File: src/rtl/ram_ctrl_pkg.sv
// ram_ctrl_pkg: shared widths and FSM state type for the ram64 burst front-end.
package ram_ctrl_pkg;
    localparam int ADDR_W_DEF = 6;
    localparam int DATA_W_DEF = 16;
    typedef enum logic [1:0] {IDLE, WRITE, READ} ctrl_state_t;
endpackage

File: src/rtl/ram_burst_ctrl.sv
// ram_burst_ctrl: read/write burst initiator for ram64 with valid/ready command and data streams.
module ram_burst_ctrl
    import ram_ctrl_pkg::*;
#(
    parameter int ADDR_W = ADDR_W_DEF,
    parameter int DATA_W = DATA_W_DEF
) (
    input  logic              clk,
    input  logic              rst_n,
    input  logic              cmd_valid,
    output logic              cmd_ready,
    input  logic              cmd_write,
    input  logic [ADDR_W-1:0] cmd_addr,
    input  logic [ADDR_W-1:0] cmd_len,
    input  logic [DATA_W-1:0] wr_data,
    input  logic              wr_valid,
    output logic              wr_ready,
    output logic [DATA_W-1:0] rd_data,
    output logic              rd_valid,
    input  logic              rd_ready,
    output logic              busy,
    output logic [ADDR_W-1:0] ram_address,
    output logic [DATA_W-1:0] ram_in,
    output logic              ram_load,
    input  logic [DATA_W-1:0] ram_out
);
    ctrl_state_t       state;
    logic [ADDR_W-1:0] cur_addr;
    logic [ADDR_W-1:0] remaining;
    logic [ADDR_W-1:0] last_addr;
    logic              wr_hs;
    logic              cap;
    // state resets asynchronously, so ram_load falls with rst_n without extra gating
    always_comb begin
        wr_hs       = state == WRITE && wr_valid;
        cap         = state == READ && (!rd_valid || rd_ready);
        cmd_ready   = state == IDLE && !rd_valid;
        wr_ready    = state == WRITE;
        ram_load    = wr_hs;
        ram_in      = state == WRITE ? wr_data : '0;
        ram_address = state == IDLE ? last_addr : cur_addr;
        busy        = state != IDLE || rd_valid;
    end
    always_ff @(posedge clk or negedge rst_n) begin
        if (!rst_n) begin
            state     <= IDLE;
            cur_addr  <= '0;
            remaining <= '0;
            last_addr <= '0;
            rd_data   <= '0;
            rd_valid  <= 1'b0;
        end else begin
            if (state != IDLE) last_addr <= cur_addr;
            if (cap) begin
                rd_data  <= ram_out;
                rd_valid <= 1'b1;
            end else if (rd_ready) begin
                rd_valid <= 1'b0;
            end
            case (state)
                IDLE: if (cmd_valid && cmd_ready) begin
                    cur_addr  <= cmd_addr;
                    remaining <= cmd_len;
                    state     <= cmd_write ? WRITE : READ;
                end
                WRITE, READ: if (wr_hs || cap) begin
                    cur_addr  <= cur_addr + 1'b1;
                    remaining <= remaining - 1'b1;
                    if (remaining == '0) state <= IDLE;
                end
                default: state <= IDLE;
            endcase
        end
    end
endmodule

File: config.mk
export PLATFORM = sky130hd
export DESIGN_NAME = ram_burst_ctrl
export DESIGN_NICKNAME = d
export VERILOG_FILES = /design/src/rtl/ram_ctrl_pkg.sv /design/src/rtl/ram_burst_ctrl.sv
export SDC_FILE = /design/constraint.sdc
export NUM_CORES = 1
export LEC_CHECK = 0
export BUFFER_PORTS_ARGS = -buffer_cell sky130_fd_sc_hd__buf_2
export CAP_MARGIN = 20
export CORE_MARGIN = 5
export CORE_UTILIZATION = 46
export CTS_CLUSTER_DIAMETER = 100
export CTS_CLUSTER_SIZE = 12
export DETAILED_ROUTE_END_ITERATION = 10
export HOLD_SLACK_MARGIN = 0.03
export PLACE_DENSITY = 0.86
export SLEW_MARGIN = 20
export SYNTH_ARGS = -nofsm -noshare
export SYNTH_HDL_FRONTEND = slang
export SYNTH_SLANG_ARGS = --single-unit
File: constraint.sdc
create_clock -name clk -period 2 [get_ports clk]
set_input_delay 0.1 -clock clk [delete_from_list [all_inputs] [get_ports clk]]
set_output_delay 0.1 -clock clk [all_outputs]
set_load 0.05 [all_outputs]
==> metrics <==
run status=finished clean; Port-buffer cells=92; chip height=75.2 microns; number of DRC violations after detailed-routing iteration 0=71; TritonCTS clock tree=built; setup tns final=0 ns; top achievable clock speed=0.532 GHz; final worst-path cycle share=94.0%; Synth Warn #=0; headroom to the max-slew limit=45.3%; via count=1725; max capacitance violation total=0; final wirelength=4650 microns; remaining global-route overflow=0; critical path data arrival time=1.78 ns; transition time of the tightest slew-check pin=0.821 ns; via count of the first global-routing pass=roughly 1700; number of remaining DRC errors=0; filler instances=around 330; Critical path origin=state[0]; clk slew on worst S/H paths=0.07 ns; buffers plus inverters on the worst setup path=3; standard-cell row count=23; ant diodes=0; cts bufs inserted=5; kind of path behind the tightest hold check=in2reg; CTS Root Buffer Type=sky130_fd_sc_hd__clkbuf_8; capturing element type of the critical path=primary output; Seq. cell area=926 sq um; start-to-end type of the worst setup path=reg2out; die span in x=75.2 microns; Reg2Reg Launch Point=state[0]; commonest cells after routing, fill and taps aside=sky130_fd_sc_hd__buf_2 (92), sky130_fd_sc_hd__dfrtp_1 (37), sky130_fd_sc_hd__mux2_2 (22); per-cell via count in the routed design=5.26; GR Util All Layers=between 10% and 20%; Synth cell types=43; count of nets left with antenna violations after detail routing=0; register bit total from synthesis=37; synthesis-to-layout area growth=34.1%; launching element type of the critical path=flop; worst-path maximum fanout=9; met2 usage in global routing=30.3%; cell family contributing the most delay on the critical path=buffers and inverters; initial antenna violation count=0; weighted congestion reported at the end of routability-driven placement=0.849; Most Crowded Layer GR=met2; min-delay src=ram_out[6]; pin count of the biggest net entering global routing=38; synthesized netlist net count=232; Worst path slowest cell=sky130_fd_sc_hd__dfrtp_1; fraction of final layout cells sized beyond drive strength 1=51.1%; max-slew violation count=0; Hold Slack=roughly 0.043 ns; effective utilization at floorplan=around half; core area=0.00406 sq mm; cells after synthesis=176; global-route wire length before repair=7330 microns; met1 usage in global routing=19.7%; met3 Usage GRT=4.41%; Setup-failing EPs final=0; Netlist Area Pre-Place=between 0.0015 and 0.002 sq mm; Clock Skew=between 0.007 and 0.008 ns; maximum root-to-sink buffer count=2; Clock Latency Late Sink=around 0.29 ns; io pins=93; required time of the critical path=roughly 1.9 ns; Pre-antenna DRT Iters=4; CP Cell Sequence=inv_1 > ha_2 > buf_4 > mux2_2 > buf_2; final-report hold violation count=0; layout net count=333; synthesized area per cell=around 11 sq um; Detailed Place HPWL=3600 microns; total die area=0.00565 sq mm; Critical Path Max Stage Delay=0.39 ns; Clock Sink Count=37; CTS H-tree depth=2; average wire per standard cell=14.2 microns; Final Critical Period=1.88 ns; most common library cell in the layout ignoring fill and taps=sky130_fd_sc_hd__buf_2; sequential cell area fraction in the yosys report=47.4%; area of combinational cells with multiple inputs=948 sq um; setup repair after global routing missed its margin=false
sequential cells by signal (all words and copies together) (netlist names):
signal / cells
cur_addr: 6
last_addr: 6
rd_data: 16
rd_valid: 1
remaining: 6
state: 2
cells in the mapped netlist (all sizes together):
cell / n / area, sq um
mux2: 22 / 248
ha: 6 / 75.1
buf: 7 / 45.0
o31ai: 2 / 15.0
and3: 1 / 6.26
nor3: 3 / 15.0
clkbuf: 2 / 7.51
nand2: 8 / 30.0
a221oi: 1 / 15.0
nand3: 3 / 15.0
a41oi: 1 / 8.76
a211oi: 3 / 40.0
nand2b: 5 / 31.3
and2: 17 / 109
o21ai: 12 / 60.1
and4: 1 / 8.76
or2: 2 / 12.5
a21oi: 2 / 10.0
nor4: 3 / 25.0
inv: 9 / 33.8
nor2: 6 / 22.5
a211o: 2 / 17.5
mux2i: 5 / 50.1
a32o: 2 / 20.0
or3: 3 / 23.8
a31oi: 2 / 12.5
nor2b: 3 / 21.3
o22ai: 1 / 6.26
o32ai: 1 / 8.76
a2bb2oi: 2 / 17.5
o311ai: 1 / 8.76
nor3b: 1 / 7.51
dfrtp: 37 / 926
area by class of cell:
class	instances	share of cell area, %
repair buffers	103	20.9
inverters	9	1.29
flip-flops and latches	37	35.3
clock inverters	1	0.191
multi-input cells	121	36.2
clock buffers	7	3.68
well taps	50	2.39
cells by family (layout without fill, tap and decap cells):
family | after synthesis | in the layout | share of synthesized area [%]
DFF | 37 | 37 | 47.4
muxes | 27 | 27 | 15.2
and+or+nand+nor | 56 | 56 | 16.8
adders and majority gates | 6 | 6 | 3.84
buffers and inverters | 18 | 120 | 4.42
AOI/OAI and AO/OA | 32 | 32 | 12.3
final timing paths:
kind,endpoint,slack (ns),depth (start not counted)
max reg2reg,remaining[3],0.18,6
min,rd_data[6],0.04,2
min in group asynchronous,cur_addr[0],0.45,2
max in group asynchronous,rd_valid,1.02,2
min reg2reg,last_addr[1],0.50,1
max,ram_address[0],0.12,5
per-layer routing:
layer | up-vias | wire [microns]
met4 | 0 | 47
li1 | 821 | -
met2 | 88 | 2330
met1 | 812 | 1740
met3 | 4 | 529
met5 | - | 0
what timing repair did:
item / CTS / global route
endpoints found under the hold margin: 37 / 1
resized for setup: 0 / 1
buffers inserted: 0 / 0
hold buffers: 1 / 1
setup endpoints to repair: 0 / 6
stage by stage:
| step | util [%] | worst slack (ns) | cells | cell area (sq um) |
|---|---|---|---|---|
| 6_report | 64.6 | 0.120 | 328 | 2620 |
| 4_1_cts | 64.3 | 0.0643 | 327 | 2610 |
| 3_5_place_dp | 61.5 | 0.213 | 318 | 2500 |
| 3_3_place_gp | 61.5 | 0.266 | 318 | 2500 |
| 2_1_floorplan | - | 0.00713 | 176 | 1960 |
| 5_1_grt | 64.6 | 0.00847 | 328 | 2620 |
Power is not shown: default switching activity piles up to over one toggle a cycle in this logic, so the estimate is an artifact.
